File: src/rtl/counter_pkg.sv
// Shared types and helpers for the parametrised counter: direction encoding,
// default range helper and binary-to-Gray conversion.
package counter_pkg;

  typedef enum logic {
    DIR_DOWN = 1'b0,
    DIR_UP   = 1'b1
  } dir_t;

  // Widest counter the Gray helper handles; callers cast down to their width.
  localparam int GRAY_MAX_W = 32;

  function automatic int default_max_val(input int width);
    return (1 << width) - 1;
  endfunction

  function automatic logic [GRAY_MAX_W-1:0] bin2gray(input logic [GRAY_MAX_W-1:0] bin);
    return bin ^ (bin >> 1);
  endfunction

endpackage

File: src/rtl/counter_core.sv
// Next-state and limit logic for the counter: computes next_bin and the
// terminal/overflow/underflow event bits for the coming edge.
module counter_core
  import counter_pkg::*;
#(
  parameter int WIDTH    = 4,
  parameter int MAX_VAL  = default_max_val(WIDTH),
  parameter bit SATURATE = 1'b0
) (
  input  logic [WIDTH-1:0] count_bin,
  input  logic             enable,
  input  logic             up_down,
  input  logic             load,
  input  logic [WIDTH-1:0] load_value,
  output logic [WIDTH-1:0] next_bin,
  output logic             tc_event,
  output logic             ovf_event,
  output logic             unf_event
);

  localparam logic [WIDTH-1:0] MAX_C = WIDTH'(MAX_VAL);

  logic [WIDTH-1:0] cur_bin;
  logic [WIDTH:0]   inc_sum;
  logic [WIDTH:0]   dec_diff;
  logic             at_max;
  logic             at_zero;
  dir_t             dir;

  // Out-of-range register contents behave as MAX_VAL when counting.
  assign cur_bin  = (count_bin > MAX_C) ? MAX_C : count_bin;
  assign inc_sum  = {1'b0, cur_bin} + (WIDTH+1)'(1);
  assign dec_diff = {1'b0, cur_bin} - (WIDTH+1)'(1);
  assign at_max   = (inc_sum > {1'b0, MAX_C});
  assign at_zero  = dec_diff[WIDTH];
  assign dir      = dir_t'(up_down);

  always_comb begin
    next_bin  = count_bin;
    tc_event  = 1'b0;
    ovf_event = 1'b0;
    unf_event = 1'b0;
    if (load) begin
      next_bin = (load_value > MAX_C) ? MAX_C : load_value;
    end else if (enable) begin
      if (dir == DIR_UP) begin
        if (at_max) begin
          next_bin  = SATURATE ? MAX_C : '0;
          tc_event  = 1'b1;
          ovf_event = 1'b1;
        end else begin
          next_bin = inc_sum[WIDTH-1:0];
        end
      end else begin
        if (at_zero) begin
          next_bin  = SATURATE ? '0 : MAX_C;
          tc_event  = 1'b1;
          unf_event = 1'b1;
        end else begin
          next_bin = dec_diff[WIDTH-1:0];
        end
      end
    end
  end

endmodule

File: src/rtl/counter_param.sv
// WIDTH-bit modulo up/down counter with load, wrap/saturate option, aligned
// Gray output, terminal-count pulse and sticky overflow/underflow flags.
module counter_param
  import counter_pkg::*;
#(
  parameter int WIDTH    = 4,
  parameter int MAX_VAL  = default_max_val(WIDTH),
  parameter bit SATURATE = 1'b0
) (
  input  logic             clock,
  input  logic             reset,
  input  logic             enable,
  input  logic             up_down,
  input  logic             load,
  input  logic [WIDTH-1:0] load_value,
  input  logic             clear_flags,
  output logic [WIDTH-1:0] count_bin,
  output logic [WIDTH-1:0] count_gray,
  output logic             terminal_count,
  output logic             overflow,
  output logic             underflow
);

  logic [WIDTH-1:0] next_bin;
  logic [WIDTH-1:0] gray_next;
  logic             tc_event;
  logic             ovf_event;
  logic             unf_event;

  logic [WIDTH-1:0] count_bin_reg;
  logic [WIDTH-1:0] count_gray_reg;
  logic             tc_reg;
  logic             ovf_reg;
  logic             unf_reg;

  counter_core #(
    .WIDTH    (WIDTH),
    .MAX_VAL  (MAX_VAL),
    .SATURATE (SATURATE)
  ) u_core (
    .count_bin  (count_bin_reg),
    .enable     (enable),
    .up_down    (up_down),
    .load       (load),
    .load_value (load_value),
    .next_bin   (next_bin),
    .tc_event   (tc_event),
    .ovf_event  (ovf_event),
    .unf_event  (unf_event)
  );

  // Gray is derived from next_bin so both outputs update on the same edge.
  assign gray_next = WIDTH'(bin2gray(GRAY_MAX_W'(next_bin)));

  always_ff @(posedge clock or negedge reset) begin
    if (!reset) begin
      count_bin_reg  <= '0;
      count_gray_reg <= '0;
      tc_reg         <= 1'b0;
      ovf_reg        <= 1'b0;
      unf_reg        <= 1'b0;
    end else begin
      count_bin_reg  <= next_bin;
      count_gray_reg <= gray_next;
      tc_reg         <= tc_event;
      // A fresh event outranks a clear on the same edge.
      ovf_reg        <= ovf_event | (ovf_reg & ~clear_flags);
      unf_reg        <= unf_event | (unf_reg & ~clear_flags);
    end
  end

  assign count_bin      = count_bin_reg;
  assign count_gray     = count_gray_reg;
  assign terminal_count = tc_reg;
  assign overflow       = ovf_reg;
  assign underflow      = unf_reg;

endmodule

File: config.mk
export PLATFORM = sky130hd
export DESIGN_NAME = counter_param
export DESIGN_NICKNAME = d
export VERILOG_FILES = /design/src/rtl/counter_pkg.sv /design/src/rtl/counter_core.sv /design/src/rtl/counter_param.sv
export SDC_FILE = /design/constraint.sdc
export NUM_CORES = 1
export LEC_CHECK = 0
export ABC_AREA = 1
export CORE_UTILIZATION = 45
export CTS_CLUSTER_DIAMETER = 40
export DETAILED_ROUTE_END_ITERATION = 12
export PLACE_DENSITY = 0.85
export SLEW_MARGIN = 5
export SYNTH_ARGS = -nofsm -noshare
export SYNTH_HDL_FRONTEND = slang
export SYNTH_SLANG_ARGS = --single-unit
File: constraint.sdc
create_clock -name clock -period 3.6 [get_ports clock]
set_clock_uncertainty 0.05 [all_clocks]
set_input_delay 0.72 -clock clock [delete_from_list [all_inputs] [get_ports clock]]
set_output_delay 0.72 -clock clock [all_outputs]
set_load 0.02 [all_outputs]
[Yosys cells after proc, flatten, opt, wreduce, memory -nomap -nowiden]
Cells that the tools add are included.
Word-level totals
  register bits after elaboration: 11
  latch bits: 0
  bits in writable memories: 0
  bits in read-only memories: 0
  bits of input ports: 10
  memories: 0
Operators by class
  add/subtract/negate cells: 2
  $mul: 0
  div/mod/pow operators: 0
  magnitude comparators: 3
  eq/ne operators: 0
  shift operators: 0
  multiplexer cells: 18
  bitwise gates (word level): 6
  reductions and logical operators: 0
Operators by type and width (number)
  $mux W4: 7
  $mux W1: 11
  $gt A4 B4 Y1 const B: 2
  $add A4 B1 Y5 const B: 1
  $gt A5 B4 Y1 const B: 1
  $sub A4 B1 Y5 const B: 1
  $xor A4 B3 Y4: 1
  $and A1 B1 Y1: 2
  $or A1 B1 Y1: 2
  $not A1 Y1: 1

[Depth between registers and ports, before layout]
  depth in word-level cells: 9
  depth in mapped cells: 13

[Cells and area by module]
Synthesis repeated with hierarchy kept, for this count alone.
Second synthesis, totals
  cell total of the unflattened synthesis: 100
  area, all modules: 678.2 um^2
By module, submodules not included
  counter_core: times used 1, cells each 69, area an instance 345.3 um^2, sequential area each 0.0 um^2
  counter_param: times used 1, cells each 31, area an instance 332.8 um^2, sequential area each 250.2 um^2

[Worst setup path before layout]
OpenSTA, ideal clock, no wires.
  path type: reg-to-reg
  start: register count_bin_reg[0], in the netlist count_bin[0]
  end: register count_gray_reg[1], in the netlist count_gray[1]
  data arrival time: 1.624 ns
  required time: 3.485 ns
  setup slack: 1.861 ns
  cell stages (with the launch flop): 13
  buffers on the path: 0
  cells stage by stage: dfrtp_1 > inv_2 > ha_1 > nand3_1 > nor2_2 > nand2_2 > nand2_1 > nand2_1 > nand2_2 > nand2_2 > nand2_1 > nand2_1 > nand2_1
On the way
  word-level cells in the longest chain between the ends: 9
  elaborated cells on any way between the ends: 11
  classes of those cells: 2 x add/sub; 2 x order compare; 6 x mux; 1 x bitwise
Ends and longest elaborated chain
  from (decl): line counter_param.sv:30  | logic [WIDTH-1:0] count_bin_reg;
  from (signal assigned): line counter_param.sv:63  | count_bin_reg <= next_bin;
  $gt A4 B4 Y1: line counter_core.sv:31  | assign cur_bin = (count_bin > MAX_C) ? MAX_C : count_bin;
  $mux W4 (*): line counter_core.sv:31
  $add A4 B1 Y5: line counter_core.sv:32  | assign inc_sum = {1'b0, cur_bin} + (WIDTH+1)'(1);
  $gt A5 B4 Y1: line counter_core.sv:34  | assign at_max = (inc_sum > {1'b0, MAX_C});
  $mux W4: line counter_core.sv:47  | if (at_max) begin
  $mux W4 (*): line counter_core.sv:46  | if (dir == DIR_UP) begin
  $mux W4 (*): line counter_core.sv:45  | end else if (enable) begin
  $mux W4 (*): line counter_core.sv:43  | if (load) begin
  $xor A4 B3 Y4 (*): line counter_pkg.sv:18  | return bin ^ (bin >> 1);
  named net gray_next[1]: line counter_param.sv:25  | logic [WIDTH-1:0] gray_next;
  to (signal assigned): line counter_param.sv:64  | count_gray_reg <= gray_next;
  to (decl): line counter_param.sv:31  | logic [WIDTH-1:0] count_gray_reg;
The timed path passes the listed nets; every way through them passes the cells marked *.

[Worst setup path after layout]
  start: register count_bin_reg[2], in the netlist count_bin[2]
  end: output count_bin[2]
RTL lines
  to (decl): line counter_param.sv:17  | output logic [WIDTH-1:0] count_bin,
No word-level cell between the ends.

==> flow_summary.yaml <==
run_status:
  outcome: "finished, final reports clean"
clock_network:
  cts_root_buf: "clkbuf_4"
  cts_setup_buffers: 0
  clk_pin_slew_ns: 0.06
  numCtsBuffers: 3
  holdBufCountCts: 0
  cts-resized-gates: 0
  clock_sinks: 10
  clock_latency_ns: 0.26
  htree_levels: 1
  cts_tree: "done"
  ctsLongestPathBuffers: 2
critical_path:
  crit_arrival_ns: 1.53
  path_class: "reg2out"
  path_delay_family: "buffers and inverters"
  crit_start: "count_bin[2]$_DFF_PN0_"
  r2r_slack_ns: 1.75
  max_stage_delay_ns: 0.68
  cp_max_fo: 9
  cp_data_required_time_ns: 2.83
  crit_path_end_kind: "primary output"
  cp.depth: 1
  reg2reg_depth: 12
  startpoint_type: "register"
  path_cells: "clkdlybuf4s50_1"
  crit_buf_inv: 1
  r2r_end: "count_gray[1]$_DFF_PN0_"
  cp_slowest_cell: "clkdlybuf4s50_1"
  r2r_start: "count_bin[1]$_DFF_PN0_"
  crit_path_end: "count_bin[2]"
synth:
  syn_avg_cell_area_um2: 7.078
  synthFlopType: "dfrtp_1"
  synthesis.area_um2: 743.2
  synth_cells: 105
  yosysSeqAreaShare: 0.3367
  synth_edf_count: 0
  ys_top_cells_by_area: "dfrtp_1 (34%), nand2_1 (17%), inv_1 (7.6%)"
  netlist.area_leader.share: 0.3367
  synthArstFlopShare: 1.000
  yosys.area.top_type: "dfrtp_1"
  yosysWarnings: 0
  ys_types: 20
  ys_ff_latch: 10
  synth_nets: 118
layout:
  num_antenna_cells: 0
  nFillCells: 128
  fin_nets: 141
  syn2layout_area_growth_pct: 31.99
  fin_area_um2: 980.9
  largest_reg_flops: 4
  finalCoreUtilization: 0.6437
  drive_above_1_share: 0.1732
routing:
  drt_wl_total_um: 1566
  vias_per_cell: 4.881
  ant_nets: 0
  wl_per_cell_um: 10.95
  first_pass_iters: 4
  drc: 0
  vias: 698
  initialDrtViolationCount: 16
floorplanning:
  fp-row-count: 14
  core_um2: 1524
  design.die.area_um2: 1818
  ios: 21
  die_x_um: 42.64
  start_util: 0.4877
  die_y_um: 42.64
global_route:
  first_global_vias: 685
  grt.total_usage: 0.1995
  overflow: 0
  grt_max_degree: 11
  antenna_found_initial: 0
  grt_pass1_wl_um: 2753
sta:
  setup_violations: 0
  relSlewSlack: 0.7073
  maxClockFrequency_mhz: 435.1
  tns_ns: 0
  post-route-period-util: 0.6385
  rsz0062_at_grt: "false"
  hold_viol: 0
  hold_ws_ns: 0.4865
  report.final.slew_viol_count: 0
  tightest_slew_ns: 0.4377
  period_minus_slack_ns: 2.298
power:
  switchingPower_uw: 136.4
  p_total_uw: 388.4
  vdd_drop_max_mv: 0.3123
  leakage_nw: 0.4992
  power-per-cell-area_nw_per_um2: 396.0
  clkPwrFrac: 0.249
  combinationalPowerShare: 0.388
  p_sw_frac: 0.3511
  seqPwrFrac: 0.364
  internal_power_uw: 252.1
placed_design:
  gp_congestion: 0.8677
  hpwlAfterDp_um: 1284
  portBuffers: 20
  postPlaceCellArea_um2: 944.7
job:
  cap_violations: 0
hold_path:
  hold_class: "reg2reg"
[worst min-delay path by stage]
stage,start,end,slack [ns],cells after the start
4_1_cts,overflow$_DFF_PN0_,overflow$_DFF_PN0_,0.49,2
6_report,overflow$_DFF_PN0_,overflow$_DFF_PN0_,0.49,2
2_1_floorplan,reset,count_bin[0]$_DFF_PN0_,0.37,0
5_1_grt,underflow$_DFF_PN0_,underflow$_DFF_PN0_,0.52,2
3_3_place_gp,overflow$_DFF_PN0_,overflow$_DFF_PN0_,0.46,2
3_5_place_dp,overflow$_DFF_PN0_,overflow$_DFF_PN0_,0.48,2
[worst register-to-register path, delay by kind of cell, from the launching register on]
kind                     cells  cell delay (ns)
flip-flops                   1             0.51
AND/OR/NAND/NOR             10             0.79
buffers and inverters        1             0.08
adder cells (fa/ha/maj)      1             0.34
[power groups by stage]
| stage | Clock [mW] | Sequential, mW | Combinational [mW] |
|---|---|---|---|
| floorplan | 0 | 0.153 | 0.0872 |
| CTS | 0.0998 | 0.141 | 0.151 |
| global placement | 0 | 0.143 | 0.147 |
| finish | 0.0965 | 0.141 | 0.151 |
| detailed placement | 0 | 0.144 | 0.150 |
| global route | 0.109 | 0.144 | 0.167 |
[Yosys cell counts (2+ instances only)]
master	number
inv_2	2
nor2_1	8
nand2_1	33
o21ai_0	3
a21oi_1	3
a21oi_2	2
ha_1	3
nand3_1	4
inv_1	15
dfrtp_1	10
nand2_2	7
a21oi_4	2
nand4_1	3
nor2_2	4
[per-layer routing]
layer,part of all wire,vias up,GRT usage
li1,-,364,-
met1,0.45,316,0.2350
met3,0.026,2,0.05603
met4,0.0096,0,0.05000
met5,0,-,0
met2,0.51,16,0.3515
[cells in the final DEF, fill, tap and decap left out, types with 2 or more instances in the layout]
| cell | n |
|---|---|
| ha_1 | 3 |
| inv_1 | 15 |
| inv_2 | 2 |
| a21oi_4 | 2 |
| nor2_2 | 4 |
| nand2_1 | 33 |
| a21oi_2 | 2 |
| clkdlybuf4s50_1 | 20 |
| a21oi_1 | 3 |
| nand3_1 | 4 |
| nand2_2 | 7 |
| clkbuf_4 | 3 |
| dfrtp_1 | 10 |
| nor2_1 | 8 |
| nand4_1 | 3 |
| o21ai_0 | 3 |
[final cells by class]
type                    count  area [um^2]  share of cell area
repair buffers             20        200.2              0.2041
multi-input cells          75        404.1              0.4120
well taps                  16        20.02             0.02041
clock buffers               4        36.28             0.03699
flip-flops and latches     10        250.2              0.2551
inverters                  18        70.07             0.07143
[stage by stage]
stage               setup slack [ns]  std cells
floorplan                      1.861        105
global placement               1.487        139
detailed placement             1.446        139
CTS                            1.291        143
global route                   1.231        143
finish                         1.302        143
[kinds of logic (layout without fill, tap and decap cells)]
family,after synthesis,after routing,share of synthesized area
flops,10,10,0.3367
compound gates,11,11,0.1178
simple gates,59,59,0.3519
xor+xnor,2,2,0.02357
buf+inv,20,42,0.1195
fa+ha+maj,3,3,0.05051
(Power assumes the default switching activity.)
